## config.mk

```make
export PLATFORM = sky130hd
export DESIGN_NAME = bridge_to_narrow
export DESIGN_NICKNAME = d
export VERILOG_FILES = /design/src/rtl/bridge_pkg.sv /design/src/rtl/bridge_req_slot.sv /design/src/rtl/bridge_to_narrow.sv
export SDC_FILE = /design/constraint.sdc
export NUM_CORES = 1
export LEC_CHECK = 0
export ABC_AREA = 0
export BUFFER_PORTS_ARGS = -buffer_cell sky130_fd_sc_hd__buf_2
export CORE_MARGIN = 5
export CORE_UTILIZATION = 57
export DETAILED_ROUTE_END_ITERATION = 7
export PLACE_DENSITY = 0.76
export SETUP_SLACK_MARGIN = 0.3
export SKIP_CTS_REPAIR_TIMING = 1
export SYNTH_ARGS = -nofsm -noshare
export SYNTH_HDL_FRONTEND = slang
export SYNTH_SLANG_ARGS = --single-unit
```

## constraint.sdc

```tcl
create_clock -name clk -period 10.6 [get_ports clk]
set_input_delay 1.06 -clock clk [delete_from_list [all_inputs] [get_ports clk]]
set_output_delay 1.06 -clock clk [all_outputs]
set_load 0.005 [all_outputs]
```

## src/rtl/bridge_pkg.sv

```systemverilog
// Shared types and helpers for the 32-bit to narrow-memory bridge serialiser.
package bridge_pkg;

  typedef struct packed {
    logic [31:0] addr;
    logic [31:0] data;
    logic        is_write;
  } req_t;

  typedef enum logic [1:0] {
    IDLE = 2'd0,
    RUN  = 2'd1,
    DONE = 2'd2
  } state_e;

  // Beat k of a word, right-justified; beat 0 is the top slice when big_endian is set.
  function automatic logic [31:0] beat_slice(input logic [31:0] word, input logic [2:0] k,
                                             input int width, input bit big_endian);
    int          beats;
    int          pos;
    logic [31:0] mask;
    beats = 32 / width;
    pos   = big_endian ? (beats - 1 - int'(k)) : int'(k);
    mask  = (width >= 32) ? 32'hFFFF_FFFF : ((32'd1 << width) - 32'd1);
    return (word >> (pos * width)) & mask;
  endfunction

endpackage

```

## src/rtl/bridge_req_slot.sv

```systemverilog
// One-entry pending request register; a push into a full slot is dropped and flagged.
module bridge_req_slot
  import bridge_pkg::*;
(
  input  logic clk,
  input  logic reset,
  input  logic i_push,
  input  req_t i_req,
  input  logic i_pop,
  output logic o_valid,
  output req_t o_req,
  output logic o_drop
);

  logic r_valid;
  req_t r_req;

  always_ff @(posedge clk or posedge reset) begin
    if (reset) begin
      r_valid <= 1'b0;
      r_req   <= '0;
    end else if (i_push && !r_valid) begin
      r_valid <= 1'b1;
      r_req   <= i_req;
    end else if (i_pop) begin
      r_valid <= 1'b0;
    end else begin
      r_valid <= r_valid;
    end
  end

  assign o_valid = r_valid;
  assign o_req   = r_req;
  assign o_drop  = i_push & r_valid;

endmodule

```

## src/rtl/bridge_to_narrow.sv

```systemverilog
// Splits each 32-bit bridge read/write into 32/MEM_WIDTH narrow memory beats with
// per-direction wait states, a one-deep pending slot and a sticky overflow flag.
module bridge_to_narrow
  import bridge_pkg::*;
#(
  parameter int MEM_WIDTH    = 8,
  parameter int READ_CYCLES  = 2,
  parameter int WRITE_CYCLES = 1,
  parameter int BIG_ENDIAN   = 1
) (
  input  logic                 clk,
  input  logic                 reset,
  input  logic [31:0]          bridge_addr,
  input  logic                 bridge_wr,
  input  logic                 bridge_rd,
  input  logic [31:0]          bridge_wr_data,
  output logic [31:0]          bridge_rd_data,
  output logic                 bridge_done,
  output logic                 busy,
  output logic                 overflow,
  output logic [31:0]          mem_addr,
  output logic                 mem_wr,
  output logic                 mem_rd,
  output logic [MEM_WIDTH-1:0] mem_wr_data,
  input  logic [MEM_WIDTH-1:0] mem_rd_data
);

  localparam int          NBEATS    = 32 / MEM_WIDTH;
  localparam logic [2:0]  BEAT_LAST = 3'(NBEATS - 1);
  localparam logic [15:0] RD_LAST   = 16'(READ_CYCLES - 1);
  localparam logic [15:0] WR_LAST   = 16'(WRITE_CYCLES - 1);
  localparam bit          BIG       = (BIG_ENDIAN != 0);

  if (!(MEM_WIDTH == 8 || MEM_WIDTH == 16 || MEM_WIDTH == 32)) begin : g_bad_width
    $error("bridge_to_narrow: MEM_WIDTH must be 8, 16 or 32");
  end
  if (READ_CYCLES < 1 || WRITE_CYCLES < 1) begin : g_bad_cycles
    $error("bridge_to_narrow: READ_CYCLES and WRITE_CYCLES must be >= 1");
  end

  state_e               r_state;
  req_t                 r_cur;
  logic [2:0]           r_beat;
  logic [15:0]          r_slot;
  logic [31:0]          r_mem_addr;
  logic                 r_mem_wr;
  logic                 r_mem_rd;
  logic [MEM_WIDTH-1:0] r_mem_wr_data;
  logic [31:0]          r_rd_cache;
  logic [31:0]          r_rd_data;
  logic                 r_done;
  logic                 r_overflow;

  logic        w_req_any;
  logic        w_collide;
  logic        w_accept_now;
  logic        w_push;
  logic        w_pop;
  logic        w_launch;
  logic        w_slot_valid;
  logic        w_slot_drop;
  req_t        w_new_req;
  req_t        w_launch_req;
  req_t        w_slot_req;
  logic [15:0] w_slot_last;
  logic [2:0]  w_pos;
  logic [31:0] w_rd_merged;

  bridge_req_slot u_slot (
    .clk     (clk),
    .reset   (reset),
    .i_push  (w_push),
    .i_req   (w_new_req),
    .i_pop   (w_pop),
    .o_valid (w_slot_valid),
    .o_req   (w_slot_req),
    .o_drop  (w_slot_drop)
  );

  // DONE prefers the pending request; only an empty slot lets a fresh request launch there.
  always_comb begin
    w_req_any          = bridge_wr | bridge_rd;
    w_collide          = bridge_wr & bridge_rd;
    w_new_req.addr     = bridge_addr;
    w_new_req.data     = bridge_wr_data;
    w_new_req.is_write = bridge_wr;
    w_launch           = 1'b0;
    w_launch_req       = w_new_req;
    w_pop              = 1'b0;
    w_accept_now       = 1'b0;
    case (r_state)
      IDLE: begin
        w_accept_now = 1'b1;
        w_launch     = w_req_any;
      end
      DONE: begin
        if (w_slot_valid) begin
          w_launch     = 1'b1;
          w_launch_req = w_slot_req;
          w_pop        = 1'b1;
        end else begin
          w_accept_now = 1'b1;
          w_launch     = w_req_any;
        end
      end
      default: begin
        w_accept_now = 1'b0;
      end
    endcase
    w_push      = w_req_any & ~w_accept_now;
    w_slot_last = r_cur.is_write ? WR_LAST : RD_LAST;
    w_pos       = BIG ? (BEAT_LAST - r_beat) : r_beat;
    w_rd_merged = r_rd_cache;
    w_rd_merged[int'(w_pos) * MEM_WIDTH +: MEM_WIDTH] = mem_rd_data;
  end

  always_ff @(posedge clk or posedge reset) begin
    if (reset) begin
      r_state       <= IDLE;
      r_cur         <= '0;
      r_beat        <= 3'd0;
      r_slot        <= 16'd0;
      r_mem_addr    <= 32'd0;
      r_mem_wr      <= 1'b0;
      r_mem_rd      <= 1'b0;
      r_mem_wr_data <= '0;
      r_rd_cache    <= 32'd0;
      r_rd_data     <= 32'd0;
      r_done        <= 1'b0;
      r_overflow    <= 1'b0;
    end else begin
      r_mem_wr   <= 1'b0;
      r_mem_rd   <= 1'b0;
      r_done     <= 1'b0;
      r_overflow <= r_overflow | w_collide | w_slot_drop;
      case (r_state)
        RUN: begin
          if (r_slot == w_slot_last) begin
            if (!r_cur.is_write) r_rd_cache <= w_rd_merged;
            if (r_beat == BEAT_LAST) begin
              r_state <= DONE;
              r_done  <= 1'b1;
              if (!r_cur.is_write) r_rd_data <= w_rd_merged;
            end else begin
              r_beat     <= r_beat + 3'd1;
              r_slot     <= 16'd0;
              r_mem_addr <= r_cur.addr + {29'd0, r_beat + 3'd1};
              r_mem_wr   <= r_cur.is_write;
              r_mem_rd   <= ~r_cur.is_write;
              if (r_cur.is_write)
                r_mem_wr_data <= MEM_WIDTH'(beat_slice(r_cur.data, r_beat + 3'd1, MEM_WIDTH, BIG));
            end
          end else begin
            r_slot <= r_slot + 16'd1;
          end
        end
        default: begin
          // IDLE and DONE both start a request with beat 0 on the following cycle
          if (w_launch) begin
            r_state    <= RUN;
            r_cur      <= w_launch_req;
            r_beat     <= 3'd0;
            r_slot     <= 16'd0;
            r_mem_addr <= w_launch_req.addr;
            r_mem_wr   <= w_launch_req.is_write;
            r_mem_rd   <= ~w_launch_req.is_write;
            if (w_launch_req.is_write)
              r_mem_wr_data <= MEM_WIDTH'(beat_slice(w_launch_req.data, 3'd0, MEM_WIDTH, BIG));
          end else begin
            r_state <= IDLE;
          end
        end
      endcase
    end
  end

  assign bridge_rd_data = r_rd_data;
  assign bridge_done    = r_done;
  assign busy           = (r_state != IDLE) | w_slot_valid;
  assign overflow       = r_overflow;
  assign mem_addr       = r_mem_addr;
  assign mem_wr         = r_mem_wr;
  assign mem_rd         = r_mem_rd;
  assign mem_wr_data    = r_mem_wr_data;

endmodule

```

Yosys cells after proc, flatten, opt, wreduce, memory -nomap -nowiden
Index checks and enable logic that the tools add are counted.
Widths: inputs -> output; s select.

storage, ports and cells
  input port bits = 76
  bits in registers = 260
  RAM bits = 0
  output and inout bits = 77
  bits in latches = 0
  memories kept = 0
  bits in read-only memories = 0

operators by class
  $mul = 0
  muxes and demuxes = 45
  shifts and indexed selects = 3
  div/mod/pow operators = 0
  bitwise logic cells = 11
  $lt $le $gt $ge = 0
  equality and inequality tests = 9
  add/subtract/negate cells = 6
  reductions and logical operators = 14

operator list
  operator                 count
  $mux 65                  2
  $mux 32                  4
  $mux 16                  4
  $mux 8                   6
  $neg 6->33               1
  $shift 8x33->32 const A  1
  $shiftx 8x33->32         1
  $add 32x3->32            1
  $bwmux 32                1
  $shr 32x32->8            1
  $mux 1                   19
  $add 16x1->16 const B    1
  $eq 16x1->1              1
  $mux 3                   4
  $ne 2x2->1 const B       4
  $reduce_bool 2->1        4
  $mux 2                   3
  $reduce_and 2->1         3
  $reduce_and 3->1         2
  $reduce_and 5->1         1
  $not 1->1                4
  $or 1x1->1               4
  $pmux 1 s2               2
  $reduce_and 4->1         1
  other kinds (11)         13

Depth between registers and ports, before layout
  depth in word-level cells = 7
  gate-level depth with buffers = 11
  mapped depth without buffers = 10

Cells and area by module
A second synthesis with hierarchy kept.

second synthesis, totals
  cells, all modules = 1,116
  area total of the unflattened synthesis = 12,480.7 um2

modules (own cells, without submodules)
  module            area each (um2)  cells each  instances
  bridge_to_narrow  9,749.4          973         1
  bridge_req_slot   2,731.4          143         1

Least setup slack after synthesis
OpenSTA, ideal clock, no wires.

  path type = register to register
  start point = register r_beat[1]
  end point = register r_mem_addr[29], in the netlist mem_addr[29]
  setup time = 83 ps
  cell stages (with the launch flop) = 12
  period minus slack after synthesis = 3,177 ps
  data arrival time = 3,094 ps
  slack = 7,423 ps
  path buffers = 1
  path through = dfrtp_1 -> ha_1 -> ha_1 -> clkbuf_1 -> inv_1 -> ha_1 -> a21oi_1 -> a2111oi_1 -> and3_1 -> a311o_1 -> nand3_1 -> o21ai_0

between the ends
  word-level cells in the longest chain between the ends = 5

ends and longest elaborated chain
  item                      line                     RTL
  start: declaration        bridge_to_narrow.sv:43   logic [2:0] r_beat;
  start signal: assignment  bridge_to_narrow.sv:145  r_beat <= r_beat + 3'd1;
  $add 3x1->3               bridge_to_narrow.sv:147  r_mem_addr <= r_cur.addr + {29'd0, r_beat + 3'd1};
  $add 32x3->32             bridge_to_narrow.sv:147
  $mux 32                   bridge_to_narrow.sv:140  if (r_beat == BEAT_LAST) begin
  $mux 32                   bridge_to_narrow.sv:138  if (r_slot == w_slot_last) begin
  $mux 32                   bridge_to_narrow.sv:136  case (r_state)
  end signal: assignment    bridge_to_narrow.sv:147
  end signal: assignment    bridge_to_narrow.sv:164  r_mem_addr <= w_launch_req.addr;
  end: declaration          bridge_to_narrow.sv:45   logic [31:0] r_mem_addr;

Several ways; a longest one is shown, not always the timed one. The select of a mux whose other input is x is not followed.
A chain may end at the register's enable or synchronous reset.

Worst setup path in the final report
  start point = register r_beat[0]
  end point = register r_mem_addr[16], in the netlist mem_addr[16]

Same word-level chain as after synthesis.

==> results by group <==
Power and ir drop
  – Pwr/cell area: ~250 nW/um2
  – Switching part of the total power: 32.9%
  – Comb pwr share: between 20% and 30%
  – Leakage: 6.60 nW
  – P_int: around 2.3 mW
  – Share of power burned in registers: roughly 44%
  – Psw: 1.14 mW
  – Design Power: 3.45 mW
  – IR drop worst, VDD: 0.156 mV
  – Clock Power Share: 29.3%

Synth
  – Number of flops mapped to enable cells by yosys: 0
  – Top_reg_cell synth: dfrtp_1
  – Warnings, synthesis: 0
  – Syn Area/Cell: about 10 um2
  – Synth Register Bits: 260
  – Async set or reset register ratio after synthesis: 100%
  – Post-Syn Instances: 1184
  – Synth Net Count: around 1300
  – Seq/Total Area, Yosys: ~54%
  – Cell Area, Synth: about 12000 um2
  – Synth cell types: 50

Setup path
  – Worst path slowest cell: a2111oi_2
  – Crit Path Category: reg -> reg
  – Crit path required time: 11070 ps
  – Reg2reg end: mem_addr[16]$_DFFE_PP0P_
  – Most frequent CP cell: inv_1
  – Setup slack, reg-to-reg: 6120 ps
  – Crit path to: mem_addr[16]$_DFFE_PP0P_
  – Startpoint Class: register
  – Arrival time worst endpoint: a little under 5000 ps
  – CP max stage delay: about 1100 ps
  – Crit end category: register
  – Worst reg2reg path depth: 10
  – R2r startpoint: r_beat[0]$_DFFE_PP0P_
  – Crit Path Max Fanout: 16
  – Cell Chain, Critical Path: inv_1, ha_1, inv_1, fa_1, nand2b_1, a2111oi_2, nand3_1, xor2_1, a211oi_1, a21o_1
  – Worst setup path start: r_beat[0]$_DFFE_PP0P_

Floorplan
  – Core area: 21000 um2
  – Die area: 24200 um2
  – Die width: between 150 and 200 um
  – IO Pins: 153
  – Site Rows: 53
  – Die height: 156 um
  – Starting Density: 57.6%

Finish
  – Most frequent cells in the layout: 260 x dfrtp_1, 217 x nand2_1, 152 x buf_2, 123 x o21ai_0, 81 x nor2_1
  – Nets: around 1400
  – Commonest non-fill, non-tap cell in the layout: dfrtp_1
  – ANT cells: 0
  – Final instance area: roughly 14000 um2
  – Layout cell share with drive strength beyond 1: 23.9%
  – Area Growth Syn to Fin: 16.3%
  – Final std cells w/o fill: between 1500 and 2000

Timing
  – Unrepaired setup endpoints after global routing: false
  – Slew HR: 20.6%
  – Worst Skew: 11.9 ps
  – Crit share post-route: 42.2%
  – Final Setup Violations: 0
  – Final slew viol count: 0
  – Slack of the critical path: 6120 ps
  – Fmax: 0.223 GHz
  – Slew @ Worst Pin: 1190 ps
  – Post-route setup TNS: 0 ps
  – Fin. Hold Viols: 0
  – Tmin final: 4480 ps

Placed design
  – Placed inst area: between 10000 and 15000 um2
  – Port buffer count: 152
  – Inst Count DP: 1557
  – Pre-CTS setup slack: around 6100 ps
  – HPWL Detailed: ~19000 um
  – GPL Wtd Cong: 0.802

Clock tree
  – CTS sink count: 260
  – Worst-Skew Late Latency: ~530 ps
  – TritonCTS clock tree: yes
  – H-tree depth: 1
  – Root Driver: clkbuf_16
  – CTS Buf Count: 28
  – CTS Buffer Depth: 3
  – Clock slew at reported path FFs: 60 ps

Routing
  – Drt total wl: around 30000 um
  – First-pass DRT Iterations: 7
  – Final ANT Viol Nets: 0
  – WL/cell: 18.4 um
  – Drc violations: 0
  – Routed via count: about 9500
  – Drt via density: 5.93
  – Starting DRC count in detailed routing: roughly 760

Min path
  – Hold depth: 2
  – Worst Hold Launch: mem_addr[4]$_DFFE_PP0P_
  – Hold Path Class: reg -> reg

Global routing
  – First-pass GRT wire length: 48700 um
  – Vias in the first global route: between 9000 and 10000
  – Largest net degree at the start of global routing: 122
  – GRT Total Usage: 24.5%
  – Grt ovf: 0
  – Initial antenna violation count: 1

Job
  – Max cap viols: 0

Status
  – Status: finished clean
cell usage after synthesis, types with 2 or more instances:
cell	number	share of area, %
a21oi_1	57	2.4
a22o_1	19	1.4
a22oi_1	16	0.99
a31oi_1	35	1.8
and2_1	3	0.16
and3_1	9	0.47
buf_1	8	0.25
buf_2	4	0.17
clkbuf_1	54	1.7
dfrtp_1	260	54
ha_1	10	1.0
inv_1	14	0.44
mux2_2	74	6.9
mux2_4	8	0.99
mux2i_1	45	3.7
mux4_2	8	1.5
nand2_1	217	6.7
nand2b_1	4	0.21
nand3_1	43	1.8
nand4_1	10	0.52
nor2_1	84	2.6
nor3_1	13	0.54
nor4_1	3	0.16
nor4_2	2	0.21
o211ai_1	3	0.19
o21ai_0	125	5.2
o221ai_1	2	0.15
o22ai_1	2	0.10
or3_1	5	0.26
or4_1	2	0.12
xnor2_1	17	1.2
xor2_1	10	0.73
power by group through the flow:
stage | registers (mW) | logic (mW) | clock network (mW)
finish | 1.51 | 0.928 | 1.01
global route | 1.55 | 1.04 | 1.08
CTS | 1.51 | 0.936 | 1.03
detailed placement | 1.52 | 0.929 | 0
global placement | 1.51 | 0.898 | 0
floorplan | 1.45 | 0.656 | 0
worst max-delay path, delay by kind of cell, from the launching register on:
kind | cells | cell delay (ps)
AOI/OAI and AO/OA | 3 | 1430
adders and majority gates | 2 | 1140
DFF | 1 | 810
buffers and inverters | 2 | 440
and+or+nand+nor | 2 | 410
xor gates and xnor gates | 1 | 190
metal layers:
layer  GRT usage (%)  wire length (um)  vias to the layer above
met1            35.0             12700                     4724
met5               0                13                        -
met4            6.92               652                        2
li1                -                 -                     4426
met2            39.8             14300                      326
met3            3.47              1850                       44
cells by family after synthesis:
logic type | count (synthesis) | synth area share, %
fa+ha+maj | 11 | 1.20
flops | 260 | 53.9
compound gates | 268 | 12.9
mux | 135 | 13.1
simple gates | 402 | 14.4
buf+inv | 81 | 2.62
xor+xnor | 27 | 1.96
metrics by stage:
| step | utilization [%] | hold slack (ps) |
|---|---|---|
| 2_1_floorplan | - | 440 |
| 3_3_place_gp | 62.4 | 448 |
| 3_5_place_dp | 62.4 | 455 |
| 4_1_cts | 67.0 | 468 |
| 5_1_grt | 67.0 | 496 |
| 6_report | 67.0 | 466 |
flip-flops by register name, indices dropped and copies added, names as in the netlist, 2 cells and up:
signal and flops:
r_cur 65, u_slot.o_req 65, bridge_rd_data 32, mem_addr 32, r_rd_cache 32, r_slot 16
mem_wr_data 8, r_beat 3, r_state 2
cell type report:
cell class,count,area (um2)
clock buffers,39,833
inverters,14,60.1
well taps,275,344
flip-flops and latches,260,6510
fillers,1659,6910
clock inverters,11,143
repair buffers,165,858
multi-input cells,843,5300
worst min path at each step:
stage	endpoint	slack, ps
after floorplan	r_cur[1]$_DFFE_PP0P_	440
final	mem_addr[4]$_DFFE_PP0P_	470
after detailed placement	mem_addr[4]$_DFFE_PP0P_	450
after global routing	mem_addr[4]$_DFFE_PP0P_	500
after CTS	mem_addr[4]$_DFFE_PP0P_	470
after global placement	mem_addr[4]$_DFFE_PP0P_	450
Note: power is estimated with default switching activity, not from simulation.
